### src/rtl/led_seq_pkg.sv
// rtl/led_seq_pkg.sv - shared mode constants and FSM state encoding for the LED sequencer
package led_seq_pkg;

    localparam int MODE_W = 2;

    localparam logic [MODE_W-1:0] MODE_BLINK_ALL = 2'd0;
    localparam logic [MODE_W-1:0] MODE_WALK      = 2'd1;
    localparam logic [MODE_W-1:0] MODE_BOUNCE    = 2'd2;
    localparam logic [MODE_W-1:0] MODE_COUNT     = 2'd3;

    typedef enum logic [1:0] {
        ST_IDLE     = 2'd0,
        ST_RUN      = 2'd1,
        ST_STOPPING = 2'd2
    } state_t;

endpackage

### src/rtl/led_tick_gen.sv
// rtl/led_tick_gen.sv - programmable prescaler emitting one tick every period+1 enabled cycles
module led_tick_gen #(
    parameter int PERIOD_W = 24
) (
    input  logic                clk,
    input  logic                reset,
    input  logic                enable,
    input  logic [PERIOD_W-1:0] period,
    output logic                tick
);

    logic [PERIOD_W-1:0] count;

    assign tick = enable && (count == period);

    // Count 0..period while enabled; parked at zero otherwise so a fresh run starts aligned
    always_ff @(posedge clk) begin
        if (reset || !enable) begin
            count <= '0;
        end else if (tick) begin
            count <= '0;
        end else begin
            count <= count + PERIOD_W'(1);
        end
    end

endmodule

### src/rtl/led_pattern_seq.sv
// rtl/led_pattern_seq.sv - multi-LED blink/walk/bounce/count sequencer; optional LED_PATTERN_SEQ_REPEAT_EN
module led_pattern_seq
    import led_seq_pkg::*;
#(
    parameter int NUM_LEDS       = 4,
    parameter int PERIOD_W       = 24,
    parameter int DEFAULT_PERIOD = 1,
    parameter int DEFAULT_MODE   = 0
) (
    input  logic                clk,
    input  logic                reset,
    input  logic                cfg_valid,
    output logic                cfg_ready,
    input  logic [MODE_W-1:0]   cfg_mode,
    input  logic [PERIOD_W-1:0] cfg_period,
`ifdef LED_PATTERN_SEQ_REPEAT_EN
    input  logic [7:0]          cfg_repeats,
    output logic                done,
`endif
    input  logic                start,
    input  logic                stop,
    output logic                busy,
    output logic                step_tick,
    output logic [NUM_LEDS-1:0] leds
);

    if (NUM_LEDS < 2) begin : g_num_leds_check
        $fatal(1, "led_pattern_seq: NUM_LEDS must be >= 2");
    end

    localparam logic [PERIOD_W-1:0] RESET_PERIOD = PERIOD_W'(DEFAULT_PERIOD);
    localparam logic [MODE_W-1:0]   RESET_MODE   = MODE_W'(DEFAULT_MODE);

    state_t              state, state_nxt;
    logic [NUM_LEDS-1:0] leds_nxt;
    logic [NUM_LEDS-1:0] pat_adv;
    logic                dir, dir_nxt, dir_adv;   // bounce direction: 0 = toward MSB
    logic [MODE_W-1:0]   mode_r, mode_nxt;
    logic [PERIOD_W-1:0] period_r, period_nxt;
    logic                tick;

`ifdef LED_PATTERN_SEQ_REPEAT_EN
    logic [7:0] repeats_r, repeats_nxt;
    logic [7:0] rep_cnt, rep_cnt_nxt, rep_inc;
    logic       pat_wrapped;
`endif

    // Starting pattern for each mode; a cycle completes when the pattern returns here
    function automatic logic [NUM_LEDS-1:0] initial_pattern(input logic [MODE_W-1:0] m);
        logic [NUM_LEDS-1:0] p;
        p = '0;
        case (m)
            MODE_BLINK_ALL: p = '1;
            MODE_COUNT:     p = '0;
            default:        p[0] = 1'b1;
        endcase
        return p;
    endfunction

    led_tick_gen #(
        .PERIOD_W (PERIOD_W)
    ) u_tick_gen (
        .clk    (clk),
        .reset  (reset),
        .enable (busy && !reset),
        .period (period_r),
        .tick   (tick)
    );

    assign busy      = (state != ST_IDLE);
    assign cfg_ready = (state == ST_IDLE) && !reset;
    assign step_tick = tick;

`ifdef LED_PATTERN_SEQ_REPEAT_EN
    assign rep_inc     = rep_cnt + 8'd1;
    assign pat_wrapped = (pat_adv == initial_pattern(mode_r));
`endif

    // Next pattern value for the active mode, plus bounce turn-around
    always_comb begin
        pat_adv = leds;
        dir_adv = dir;
        case (mode_r)
            MODE_BLINK_ALL: pat_adv = ~leds;
            MODE_WALK:      pat_adv = {leds[NUM_LEDS-2:0], leds[NUM_LEDS-1]};
            MODE_BOUNCE: begin
                if (!dir) begin
                    pat_adv = leds << 1;
                    if (pat_adv[NUM_LEDS-1]) dir_adv = 1'b1;
                end else begin
                    pat_adv = leds >> 1;
                    if (pat_adv[0]) dir_adv = 1'b0;
                end
            end
            default:        pat_adv = leds + NUM_LEDS'(1);
        endcase
    end

    // FSM next state, config capture and LED update
    always_comb begin
        state_nxt  = state;
        leds_nxt   = leds;
        dir_nxt    = dir;
        mode_nxt   = mode_r;
        period_nxt = period_r;
`ifdef LED_PATTERN_SEQ_REPEAT_EN
        repeats_nxt = repeats_r;
        rep_cnt_nxt = rep_cnt;
        done        = 1'b0;
`endif
        case (state)
            ST_IDLE: begin
                leds_nxt = '0;
                if (cfg_valid) begin
                    mode_nxt   = cfg_mode;
                    period_nxt = cfg_period;
`ifdef LED_PATTERN_SEQ_REPEAT_EN
                    repeats_nxt = cfg_repeats;
`endif
                end
                // stop beats start; a same-cycle config write applies to this run
                if (start && !stop) begin
                    state_nxt = ST_RUN;
                    leds_nxt  = initial_pattern(mode_nxt);
                    dir_nxt   = 1'b0;
`ifdef LED_PATTERN_SEQ_REPEAT_EN
                    rep_cnt_nxt = '0;
`endif
                end
            end
            ST_RUN: begin
                if (tick) begin
                    leds_nxt = pat_adv;
                    dir_nxt  = dir_adv;
`ifdef LED_PATTERN_SEQ_REPEAT_EN
                    if (pat_wrapped) begin
                        rep_cnt_nxt = rep_inc;
                        if (repeats_r != 8'd0 && rep_inc == repeats_r) begin
                            state_nxt = ST_IDLE;
                            leds_nxt  = '0;
                            done      = 1'b1;
                        end
                    end
`endif
                end
                if (stop && state_nxt == ST_RUN) state_nxt = ST_STOPPING;
            end
            ST_STOPPING: begin
                if (tick) begin
                    leds_nxt  = '0;
                    state_nxt = ST_IDLE;
                end
            end
            default: begin
                state_nxt = ST_IDLE;
                leds_nxt  = '0;
            end
        endcase
    end

    // State register
    always_ff @(posedge clk) begin
        if (reset) begin
            state <= ST_IDLE;
        end else begin
            state <= state_nxt;
        end
    end

    // Pattern and configuration registers
    always_ff @(posedge clk) begin
        if (reset) begin
            leds     <= '0;
            dir      <= 1'b0;
            mode_r   <= RESET_MODE;
            period_r <= RESET_PERIOD;
`ifdef LED_PATTERN_SEQ_REPEAT_EN
            repeats_r <= '0;
            rep_cnt   <= '0;
`endif
        end else begin
            leds     <= leds_nxt;
            dir      <= dir_nxt;
            mode_r   <= mode_nxt;
            period_r <= period_nxt;
`ifdef LED_PATTERN_SEQ_REPEAT_EN
            repeats_r <= repeats_nxt;
            rep_cnt   <= rep_cnt_nxt;
`endif
        end
    end

endmodule
### config.mk
export PLATFORM = sky130hd
export DESIGN_NAME = led_pattern_seq
export DESIGN_NICKNAME = d
export VERILOG_FILES = /design/src/rtl/led_seq_pkg.sv /design/src/rtl/led_tick_gen.sv /design/src/rtl/led_pattern_seq.sv
export SDC_FILE = /design/constraint.sdc
export NUM_CORES = 1
export LEC_CHECK = 0
export BUFFER_PORTS_ARGS = -buffer_cell sky130_fd_sc_hd__clkbuf_2
export CAP_MARGIN = 25
export CORE_MARGIN = 2
export CORE_UTILIZATION = 50
export DETAILED_ROUTE_END_ITERATION = 10
export PLACE_DENSITY_LB_ADDON = 0.05
export SLEW_MARGIN = 0
export SYNTH_ARGS = -nofsm -noshare
export SYNTH_HDL_FRONTEND = slang
export SYNTH_SLANG_ARGS = --single-unit
### constraint.sdc
create_clock -name clk -period 3.1 [get_ports clk]
set_input_delay 0.465 -clock clk [delete_from_list [all_inputs] [get_ports clk]]
set_output_delay 0.465 -clock clk [all_outputs]
set_load 0.03 [all_outputs]
==> PnR_summary.wiki <==
{| class="wikitable"
! Metric !! Value
|-
| Clock slew at reported path FFs || 0.08 ns
|-
| Final worst hold slack || 0.335 ns
|-
| Mapped cell area || 2780 sq um
|-
| Count of state elements after synthesis || 57
|-
| Remaining global-route overflow || 0
|-
| Post CTS Setup Buffer Count || 0
|-
| Top library cells by usage in the layout, fill and taps aside || 67 x sky130_fd_sc_hd__nand2_1, 57 x sky130_fd_sc_hd__dfxtp_1, 37 x sky130_fd_sc_hd__clkbuf_2
|-
| Initial standard-cell utilization of the core || 0.510
|-
| Worst slew margin || 0.394
|-
| Clock insertion delay at the later pin of the skew report || 0.34 ns
|-
| Crit path required time || 2.63 ns
|-
| Final setup fails || 0
|-
| Port buffer count || 37
|-
| Antenna cells || 0
|-
| Setup skew after layout || 0.0105 ns
|-
| Total placed cells including tap cells || 431
|-
| Hold buffer count at cts || 0
|-
| Post-synthesis sequential area ratio || 0.411
|-
| Data arrival time of the worst path || 2.12 ns
|-
| Pin count of the biggest net entering global routing || 37
|-
| Number of endpoints with negative hold slack in the final report || 0
|-
| CTS buffer count || 9
|-
| Worst-Margin Slew || 0.906 ns
|-
| Share of Yosys cell area claimed by the top area cell type || 0.411
|-
| DR iter-0 viols || 98
|-
| Maximum count of clock buffers along a single path || 2
|-
| Cell type contributing the most total cell area after synthesis || sky130_fd_sc_hd__dfxtp_1
|-
| Max Fanout on Critical Path || 14
|-
| Count of instances resized after the clock tree is built || 0
|-
| Total number of clock tree sinks || 57
|-
| CTS tree || built
|-
| Highest attainable clock frequency || 386 MHz
|-
| Number of antenna violations at the first check in global routing || 0
|-
| Fraction of layout instances using a drive strength above 1 || 0.178
|-
| CP Capture Type || output port
|-
| Total routing resource utilization after global routing || 0.221
|-
| Routed wire per std cell || 13.8 microns
|-
| Die H || 78.5 microns
|-
| Detailed Place HPWL || 4200 microns
|-
| Net Count, Synth || 370
|-
| Cells taking the most area after synthesis || sky130_fd_sc_hd__dfxtp_1 41%, sky130_fd_sc_hd__nand2_1 9.1%, sky130_fd_sc_hd__xnor2_1 8.5%
|-
| Number of placed I/O pins || 38
|-
| Die Outline Area || 6160 sq um
|-
| Power, Total || 1.76 mW
|-
| Number of fill cells in the layout || 522
|-
| Cell row count || 27
|-
| PwrDens || 549 nW/um^2
|-
| Root buffer cell || sky130_fd_sc_hd__clkbuf_8
|-
| Routed via count divided by cell count || 5.23
|-
| Synth Area per Inst || 8.23 sq um
|-
| Growth of design area from synthesis to finish || 15.3%
|-
| Number of distinct library cell variants in the gate-level netlist after synthesis || 44
|-
| Final cycle utilization of the critical path || 0.835
|-
| Start-to-end type of the worst setup path || register to output port
|-
| Type of the tightest min-delay check || input pin to register
|-
| Period minus WS final || 2.59 ns
|-
| Synth warnings || 0
|-
| Router iterations before antenna repair || 6
|-
| Number of cells produced by synthesis || 337
|-
| Finished Cell Area || 3200 sq um
|-
| Vias after detailed routing || 2342
|-
| Global-route wire length before repair || 10500 microns
|-
| Number of maximum-capacitance violations || 0
|-
| Final ANT Viol Nets || 0
|-
| Leading cell type in the layout, fill and taps excluded || sky130_fd_sc_hd__nand2_1
|-
| Startpoint kind of the worst setup timing path || register
|-
| Drc violations || 0
|-
| Accumulated negative setup slack || 0 ns
|-
| Total Routed Length || 6170 microns
|-
| Max-slew violation total from the final report || 0
|-
| Area post-placement || 2960 sq um
|-
| Run status || finished clean
|-
| Footprint of the flip-flops and latches || 1140 sq um
|-
| Combined area of the multi-input logic cells || 1500 sq um
|-
| Vias in the first global route || 2158
|-
| Placeable core area || 5440 sq um
|-
| Leakage power of the design || 1.27 nW
|-
| Largest voltage drop on the vdd net || 0.000315 V
|-
| Global placer's final weighted congestion || 0.881
|-
| Die X || 78.5 microns
|-
| Number of nets in the layout || 404
|-
| Finished Layout Cells || 448
|-
| RSZ-0062 raised after global routing || no
|-
| H-tree depth || 3
|}
-- flip-flops by register name (all words and copies together) (netlist names) --
register,flops
state,2
mode_r,2
u_tick_gen.count,24
period_r,24
dir,1
leds,4
-- routing by layer --
layer	track usage	routed length, microns	share of wire	vias up
met4	0.0737	64	0.010	0
li1	-	-	-	1210
met2	0.325	2730	0.44	49
met3	0.0563	232	0.038	7
met1	0.313	3150	0.51	1076
met5	0	0	0	-
-- layout make-up --
cell class / count / area share
clock buffers: 9 / 0.0387
repair buffers: 40 / 0.0673
inverters: 6 / 0.00704
flip-flops and latches: 57 / 0.357
well taps: 72 / 0.0282
multi-input cells: 257 / 0.470
clock inverters: 7 / 0.0321
-- worst max-delay path, stage by stage, from the launching register on --
cell and delay [ns]:
sky130_fd_sc_hd__dfxtp_1 0.51, sky130_fd_sc_hd__nor2_4 0.09, sky130_fd_sc_hd__nor4_1 0.43, sky130_fd_sc_hd__nand4_2 0.41, sky130_fd_sc_hd__inv_1 0.13, sky130_fd_sc_hd__clkbuf_2 0.21
-- logic make-up (layout without fill, tap and decap cells) --
logic type               after synthesis  in the layout  synth area share
adder cells (fa/ha/maj)                2              2           0.00902
buffers and inverters                 23             62            0.0469
flip-flops                            57             57             0.411
XOR/XNOR                              49             49             0.155
AO/OA/AOI/OAI                         54             54             0.115
AND/OR/NAND/NOR                      152            152             0.263
-- report_power, final --
part	switching [mW]	internal, mW	leakage (nW)
Clock	0.335	0.459	0.110
Combinational	0.0992	0.0724	0.697
Sequential	0.0303	0.759	0.464
Total	0.465	1.29	1.27
-- stage by stage --
| step | worst slack (ns) | utilization |
|---|---|---|
| 2_1_floorplan | 1.18 | - |
| 3_3_place_gp | 0.851 | 0.544 |
| 3_5_place_dp | 0.852 | 0.544 |
| 4_1_cts | 0.467 | 0.585 |
| 5_1_grt | 0.312 | 0.588 |
| 6_report | 0.511 | 0.588 |
-- Yosys cell counts --
| master | number |
|---|---|
| sky130_fd_sc_hd__nand2_1 | 67 |
| sky130_fd_sc_hd__dfxtp_1 | 57 |
| sky130_fd_sc_hd__nor2_1 | 34 |
| sky130_fd_sc_hd__a21oi_1 | 33 |
| sky130_fd_sc_hd__xnor2_1 | 27 |
| sky130_fd_sc_hd__xor2_1 | 22 |
| sky130_fd_sc_hd__nand3_1 | 16 |
| sky130_fd_sc_hd__clkbuf_1 | 9 |
| sky130_fd_sc_hd__inv_1 | 6 |
| sky130_fd_sc_hd__o21ai_0 | 6 |
| sky130_fd_sc_hd__and3_1 | 5 |
| sky130_fd_sc_hd__nand4_1 | 5 |
| sky130_fd_sc_hd__buf_6 | 4 |
| sky130_fd_sc_hd__a22o_2 | 3 |
| sky130_fd_sc_hd__and4_1 | 3 |
| sky130_fd_sc_hd__nor4_1 | 3 |
| sky130_fd_sc_hd__a31oi_1 | 2 |
| sky130_fd_sc_hd__buf_4 | 2 |
| sky130_fd_sc_hd__ha_1 | 2 |
| sky130_fd_sc_hd__nand2b_1 | 2 |
| sky130_fd_sc_hd__nand3b_1 | 2 |
| sky130_fd_sc_hd__nand4_2 | 2 |
| sky130_fd_sc_hd__nor3_1 | 2 |
| sky130_fd_sc_hd__nor3b_1 | 2 |
| sky130_fd_sc_hd__o2111ai_1 | 2 |
| sky130_fd_sc_hd__a21boi_0 | 1 |
| sky130_fd_sc_hd__a21o_1 | 1 |
| sky130_fd_sc_hd__a21oi_2 | 1 |
| sky130_fd_sc_hd__a311oi_1 | 1 |
| sky130_fd_sc_hd__and2_1 | 1 |
| sky130_fd_sc_hd__and2b_1 | 1 |
| sky130_fd_sc_hd__and3_2 | 1 |
| sky130_fd_sc_hd__and4_2 | 1 |
| sky130_fd_sc_hd__clkbuf_2 | 1 |
| sky130_fd_sc_hd__dlygate4sd1_1 | 1 |
| sky130_fd_sc_hd__nor2_4 | 1 |
| sky130_fd_sc_hd__nor3_4 | 1 |
| sky130_fd_sc_hd__nor4_2 | 1 |
| sky130_fd_sc_hd__nor4b_1 | 1 |
| sky130_fd_sc_hd__o21a_1 | 1 |
| sky130_fd_sc_hd__o221ai_1 | 1 |
| sky130_fd_sc_hd__o22ai_1 | 1 |
| sky130_fd_sc_hd__o32ai_1 | 1 |
| sky130_fd_sc_hd__or3_1 | 1 |
-- worst paths after layout --
| path | from | end | slack [ns] | cells past startpoint |
|---|---|---|---|---|
| min reg2reg | period_r[2]$_SDFFE_PP0P_ | period_r[2]$_SDFFE_PP0P_ | 0.47 | 2 |
| max | state[0]$_SDFFE_PP0P_ | step_tick | 0.51 | 5 |
| min | cfg_period[22] | period_r[22]$_SDFFE_PP0P_ | 0.34 | 3 |
| max reg2reg | state[0]$_SDFFE_PP0P_ | u_tick_gen.count[20]$_SDFF_PP0_ | 0.98 | 6 |
No activity file was read; power rests on OpenSTA's default activity.
